--- config.mk ---
export PLATFORM = sky130hd
export DESIGN_NAME = spi_receive_unpack
export DESIGN_NICKNAME = d
export VERILOG_FILES = /design/src/rtl/spi_receive_unpack.sv
export SDC_FILE = /design/constraint.sdc
export NUM_CORES = 1
export LEC_CHECK = 0
export ABC_AREA = 1
export CORE_ASPECT_RATIO = 1.1
export CORE_MARGIN = 5
export CORE_UTILIZATION = 25
export CTS_BUF_LIST = sky130_fd_sc_hd__clkbuf_8
export CTS_CLUSTER_DIAMETER = 40
export DETAILED_ROUTE_END_ITERATION = 12
export GPL_TIMING_DRIVEN = 0
export HOLD_SLACK_MARGIN = 0.03
export PLACE_DENSITY = 0.46
export SYNTH_ARGS = -nofsm -noshare
export SYNTH_HDL_FRONTEND = slang
export SYNTH_SLANG_ARGS = --single-unit
--- constraint.sdc ---
create_clock -name clk_in -period 6.4 [get_ports clk_in]
set_input_delay 0.96 -clock clk_in [delete_from_list [all_inputs] [get_ports clk_in]]
set_output_delay 0.96 -clock clk_in [all_outputs]
set_load 0.005 [all_outputs]
--- src/rtl/spi_receive_unpack.sv ---
// rtl/spi_receive_unpack.sv - SPI multi-line receiver that unpacks each packet into a pixel stream
// Lines are shifted MSB first; a completed packet is replayed one pixel per cycle with raster position.
module spi_receive_unpack #(
   parameter int DATA_WIDTH = 16,
   parameter int LINES      = 6,
   parameter int HRES       = 640,
   parameter int VRES       = 360
) (
   input  logic                  clk_in,
   input  logic                  rst_in,
   input  logic [LINES-1:0]      chip_data_in,
   input  logic                  chip_clk_in,
   input  logic                  chip_sel_in,
   output logic                  pixel_valid_out,
   output logic [DATA_WIDTH-1:0] pixel_data_out,
   output logic [9:0]            hcount_out,
   output logic [8:0]            vcount_out,
   output logic                  packet_error_out,
   output logic                  overflow_out
);

   localparam int CW = (DATA_WIDTH > 1) ? $clog2(DATA_WIDTH) : 1;
   localparam int IW = (LINES > 1) ? $clog2(LINES) : 1;
   localparam logic [CW-1:0] BIT_LAST = CW'(DATA_WIDTH - 1);
   localparam logic [IW-1:0] IDX_LAST = IW'(LINES - 1);
   localparam logic [9:0]    H_LAST   = 10'(HRES - 1);
   localparam logic [8:0]    V_LAST   = 9'(VRES - 1);

   typedef enum logic {RX_IDLE, RX_SHIFT} rx_state_t;
   typedef enum logic {EM_IDLE, EM_EMIT} em_state_t;

   logic [1:0]       clk_sync;
   logic [1:0]       cs_sync;
   logic [LINES-1:0] data_s1;
   logic [LINES-1:0] data_s2;
   logic             clk_prev;
   logic [1:0]       fill;
   logic             armed;
   logic             strobe;
   logic             cs_s;

   rx_state_t        rx_state, rx_next;
   logic [CW-1:0]    bit_cnt;
   logic             shift_en;
   logic             complete;
   logic [DATA_WIDTH-2:0] sh        [LINES];
   logic [DATA_WIDTH-1:0] next_word [LINES];
   logic [DATA_WIDTH-1:0] pkt_buf   [LINES];

   em_state_t        em_state, em_next;
   logic [IW-1:0]    em_idx;
   logic             load;
   logic             idx_last;

   always_ff @(posedge clk_in) begin
      if (rst_in) begin
         clk_sync <= 2'b00;
         cs_sync  <= 2'b11;
         data_s1  <= '0;
         data_s2  <= '0;
         clk_prev <= 1'b0;
         fill     <= 2'b00;
         armed    <= 1'b0;
      end else begin
         clk_sync <= {clk_sync[0], chip_clk_in};
         cs_sync  <= {cs_sync[0], chip_sel_in};
         data_s1  <= chip_data_in;
         data_s2  <= data_s1;
         clk_prev <= clk_sync[1];
         fill     <= {fill[0], 1'b1};
         // Arm only once a real (post-reset) high cs has reached the synchronizer output.
         if (fill[1] && cs_sync[1]) armed <= 1'b1;
      end
   end

   assign strobe = clk_sync[1] & ~clk_prev;
   assign cs_s   = cs_sync[1];

   always_comb begin
      rx_next          = rx_state;
      packet_error_out = 1'b0;
      shift_en         = 1'b0;
      complete         = 1'b0;
      case (rx_state)
         RX_IDLE: if (armed && !cs_s) rx_next = RX_SHIFT;
         RX_SHIFT: begin
            if (cs_s) begin
               rx_next          = RX_IDLE;
               packet_error_out = (bit_cnt != '0);
            end else if (strobe) begin
               shift_en = 1'b1;
               complete = (bit_cnt == BIT_LAST);
            end
         end
         default: rx_next = RX_IDLE;
      endcase
   end

   always_comb begin
      for (int k = 0; k < LINES; k++) next_word[k] = {sh[k], data_s2[k]};
   end

   always_ff @(posedge clk_in) begin
      if (rst_in) begin
         rx_state <= RX_IDLE;
         bit_cnt  <= '0;
      end else begin
         rx_state <= rx_next;
         if (complete || rx_state != RX_SHIFT || cs_s) bit_cnt <= '0;
         else if (shift_en) bit_cnt <= bit_cnt + 1'b1;
      end
   end

   always_ff @(posedge clk_in) begin
      if (shift_en) begin
         for (int k = 0; k < LINES; k++) sh[k] <= next_word[k][DATA_WIDTH-2:0];
      end
      if (load) begin
         for (int k = 0; k < LINES; k++) pkt_buf[k] <= next_word[k];
      end
   end

   assign idx_last = (em_idx == IDX_LAST);

   // A completion on the final emit cycle chains straight into a new packet.
   always_comb begin
      em_next         = em_state;
      load            = 1'b0;
      overflow_out    = 1'b0;
      pixel_valid_out = 1'b0;
      case (em_state)
         EM_IDLE: begin
            if (complete) begin
               load    = 1'b1;
               em_next = EM_EMIT;
            end
         end
         EM_EMIT: begin
            pixel_valid_out = 1'b1;
            if (idx_last) begin
               if (complete) load = 1'b1;
               else em_next = EM_IDLE;
            end else if (complete) begin
               overflow_out = 1'b1;
            end
         end
         default: em_next = EM_IDLE;
      endcase
   end

   always_comb begin
      pixel_data_out = '0;
      if (pixel_valid_out) pixel_data_out = pkt_buf[em_idx];
   end

   always_ff @(posedge clk_in) begin
      if (rst_in) begin
         em_state   <= EM_IDLE;
         em_idx     <= '0;
         hcount_out <= '0;
         vcount_out <= '0;
      end else begin
         em_state <= em_next;
         if (load || idx_last) em_idx <= '0;
         else if (em_state == EM_EMIT) em_idx <= em_idx + 1'b1;
         if (pixel_valid_out) begin
            if (hcount_out == H_LAST) begin
               hcount_out <= '0;
               vcount_out <= (vcount_out == V_LAST) ? '0 : vcount_out + 9'd1;
            end else begin
               hcount_out <= hcount_out + 10'd1;
            end
         end
      end
   end

endmodule

==> results.cfg <==
[status]
status = finished clean

[cts]
htree_levels = 2
cts_hold_buf = 0
clock_latency_ns = 0.52
cts_sinks = 237
cts.repair.resized = 0
post-cts-setup-buffers = 0
numCtsBuffers = 40
cts_root_buffer = clkbuf_8
cts_buffer_depth = 3
cts.clk_slew.worst_paths_ns = 0.06
cts_tree = done

[finish]
layout_commonest_cell = edfxtp_1
final_cells = 1234
final-seq-area_sq_um = 6610
fill_cells = 3453
final_cell_mix = edfxtp_1, nor2_1, nand2_1, inv_1, dfxtp_1
design_area_sq_um = 10500
synthToLayoutAreaGrowth_pct = 22.1
multi_input_area_sq_um = 1710
num-nets-final = 785
insertedDiodeCount = 0
final_layout_size_suffix_gt1_frac = 0.116

[hold_path]
hp-class = reg -> reg
min_delay_worst_endpoint = data_s2[2]
hold_depth = 2
hold_start = data_s1[2]

[pwr]
powerDensity_nw_per_um2 = 279
p_leak_nw = 3.59
total_power_w = 0.00294
peakVddDrop_mv = 0.140

[critical_path]
startpoint_type = flip-flop
path_class = reg -> out
arrival_ns = 2.69
timing.rr.end = pkt_buf[2][12]
critPathRequiredTime_ns = 5.44
reg2reg_setup_slack_ns = 4.11
worstSetupEndpointType = output pin
cp_max_fo = 10
r2r-start = rx_state
rr_worst_depth = 8

[yosys]
syn_inst = 675
synth_cell_types = 35
yosys_register_bits = 237
syn_avg_cell_area_sq_um = 12.8
syn_area_sq_um = 8640
yosysSeqAreaShare = 0.765
synthFlopType = edfxtp_1
async_flop_share = 0
synth_edf_count = 186
syn_nets = 691
yosysWarnings = 0

[run]
cap_viol_max_count = 0

[floorplanning]
initial_utilization = 0.252
die_area_sq_um = 38400
die_x_um = 187
rows = 71
die_y_um = 205
pin_count = 48
core_sq_um = 34200

[route]
drt-initial-drc-count = 272
num_vias = 5082
totalWireLength_um = 17500
drc = 0
via_per_inst = 4.12
dr.pass1.iters = 5
wire_per_inst_um = 14.2
drtAntennaViolNets = 0

[place]
place_inst = 1165
gp_congestion = 0.765
postPlaceCellArea_sq_um = 9780
hpwl_um = 11400
io_buffers = 47

[sta]
tightest_slew_ns = 0.647
tns_ns = 0
slew_headroom = 0.569
finClkSkew_ns = 0.0192
setup_viol = 0
min_period_ns = 3.65
slew_viol_final = 0
finalHoldViolations = 0
min_period_over_period = 0.570
fmax_mhz = 274
rsz0062_at_grt = no

[global_route]
grt_pass1_wl_um = 28100
grt.total_usage = 0.0914
grt_remaining_overflow = 0
grt_max_degree = 62
antenna_found_initial = 0
grt_pass1_vias = 5278
cells by family (layout without fill, tap and decap cells):
group | after synthesis | in the layout | synth area share
XOR/XNOR | 4 | 4 | 0.00406
flip-flops | 237 | 237 | 0.765
buffers and inverters | 77 | 198 | 0.0382
AO/OA/AOI/OAI | 106 | 106 | 0.0630
adder cells (fa/ha/maj) | 6 | 6 | 0.00869
AND/OR/NAND/NOR | 245 | 245 | 0.121
worst max-delay path, cell delays in order, from the launching register on:
cell	delay, ns
dfxtp_1	0.47
clkbuf_1	0.40
o21ai_0	0.16
o21ai_1	0.19
nand2_1	0.08
a21oi_1	0.29
clkdlybuf4s50_1	0.58
worst max path at each step:
stage	start	endpoint	slack (ns)
after floorplan	rx_state	pkt_buf[0][0]	1.48
after global placement	rx_state	pkt_buf[2][13]	-0.75
after detailed placement	flip-flop	pixel_data_out[5]	3.24
after CTS	flip-flop	pixel_data_out[5]	2.67
after global routing	flip-flop	pixel_data_out[5]	2.45
final	flip-flop	pixel_data_out[5]	2.75
routing by layer:
layer	routed length (um)	GRT usage	vias to the layer above	part of all wire
met4	324	0.0291	0	0.018
met5	0	0	-	0
li1	-	-	2504	-
met2	7800	0.138	101	0.44
met3	866	0.0264	29	0.049
met1	8550	0.127	2448	0.49
cell usage after synthesis (3+ instances only):
cell type / count / area share
a21oi_1: 32 / 0.019
buf_1: 4 / 0.0017
buf_2: 4 / 0.0023
buf_4: 5 / 0.0043
clkbuf_1: 6 / 0.0026
dfxtp_1: 51 / 0.12
edfxtp_1: 186 / 0.65
ha_1: 6 / 0.0087
inv_1: 48 / 0.021
inv_2: 5 / 0.0022
nand2_1: 76 / 0.033
nand3_1: 13 / 0.0075
nand4_1: 3 / 0.0022
nor2_1: 132 / 0.057
nor2_2: 5 / 0.0036
nor3_1: 3 / 0.0017
nor3b_1: 3 / 0.0026
o21ai_0: 44 / 0.025
o21ai_1: 26 / 0.015
through the flow:
stage               hold slack [ns]  setup slack [ns]   util
finish                        0.400              2.75  0.308
global route                  0.416              2.45  0.308
CTS                           0.401              2.67  0.308
detailed placement            0.394              3.24  0.286
global placement              0.393            -0.754  0.282
floorplan                     0.388              1.48      -
layout make-up:
type                       count  area share
timing repair buffer          52      0.0555
clock buffer                  46      0.0601
multi-input combinational    361       0.162
sequential                   237       0.627
tap                          438      0.0520
inverter                      55      0.0199
buffer                        22      0.0116
clock inverter                23      0.0119
where the power goes:
group,switching (W),internal (W),total [W]
logic,0.0000103,0.00000898,0.0000193
clock network,0.000579,0.000694,0.00127
registers,0.00000206,0.00164,0.00165
total,0.000592,0.00235,0.00294
registers in the layout, summed over array words and instances, names as in the netlist, named ones only:
register	cells
armed	1
data_s2	6
vcount_out	9
em_state	1
hcount_out	10
pkt_buf	96
data_s1	6
bit_cnt	4
clk_prev	1
fill	2
sh	90
clk_sync	2
em_idx	3
rx_state	1
cs_sync	2
Note: power is estimated with default switching activity, not from simulation.
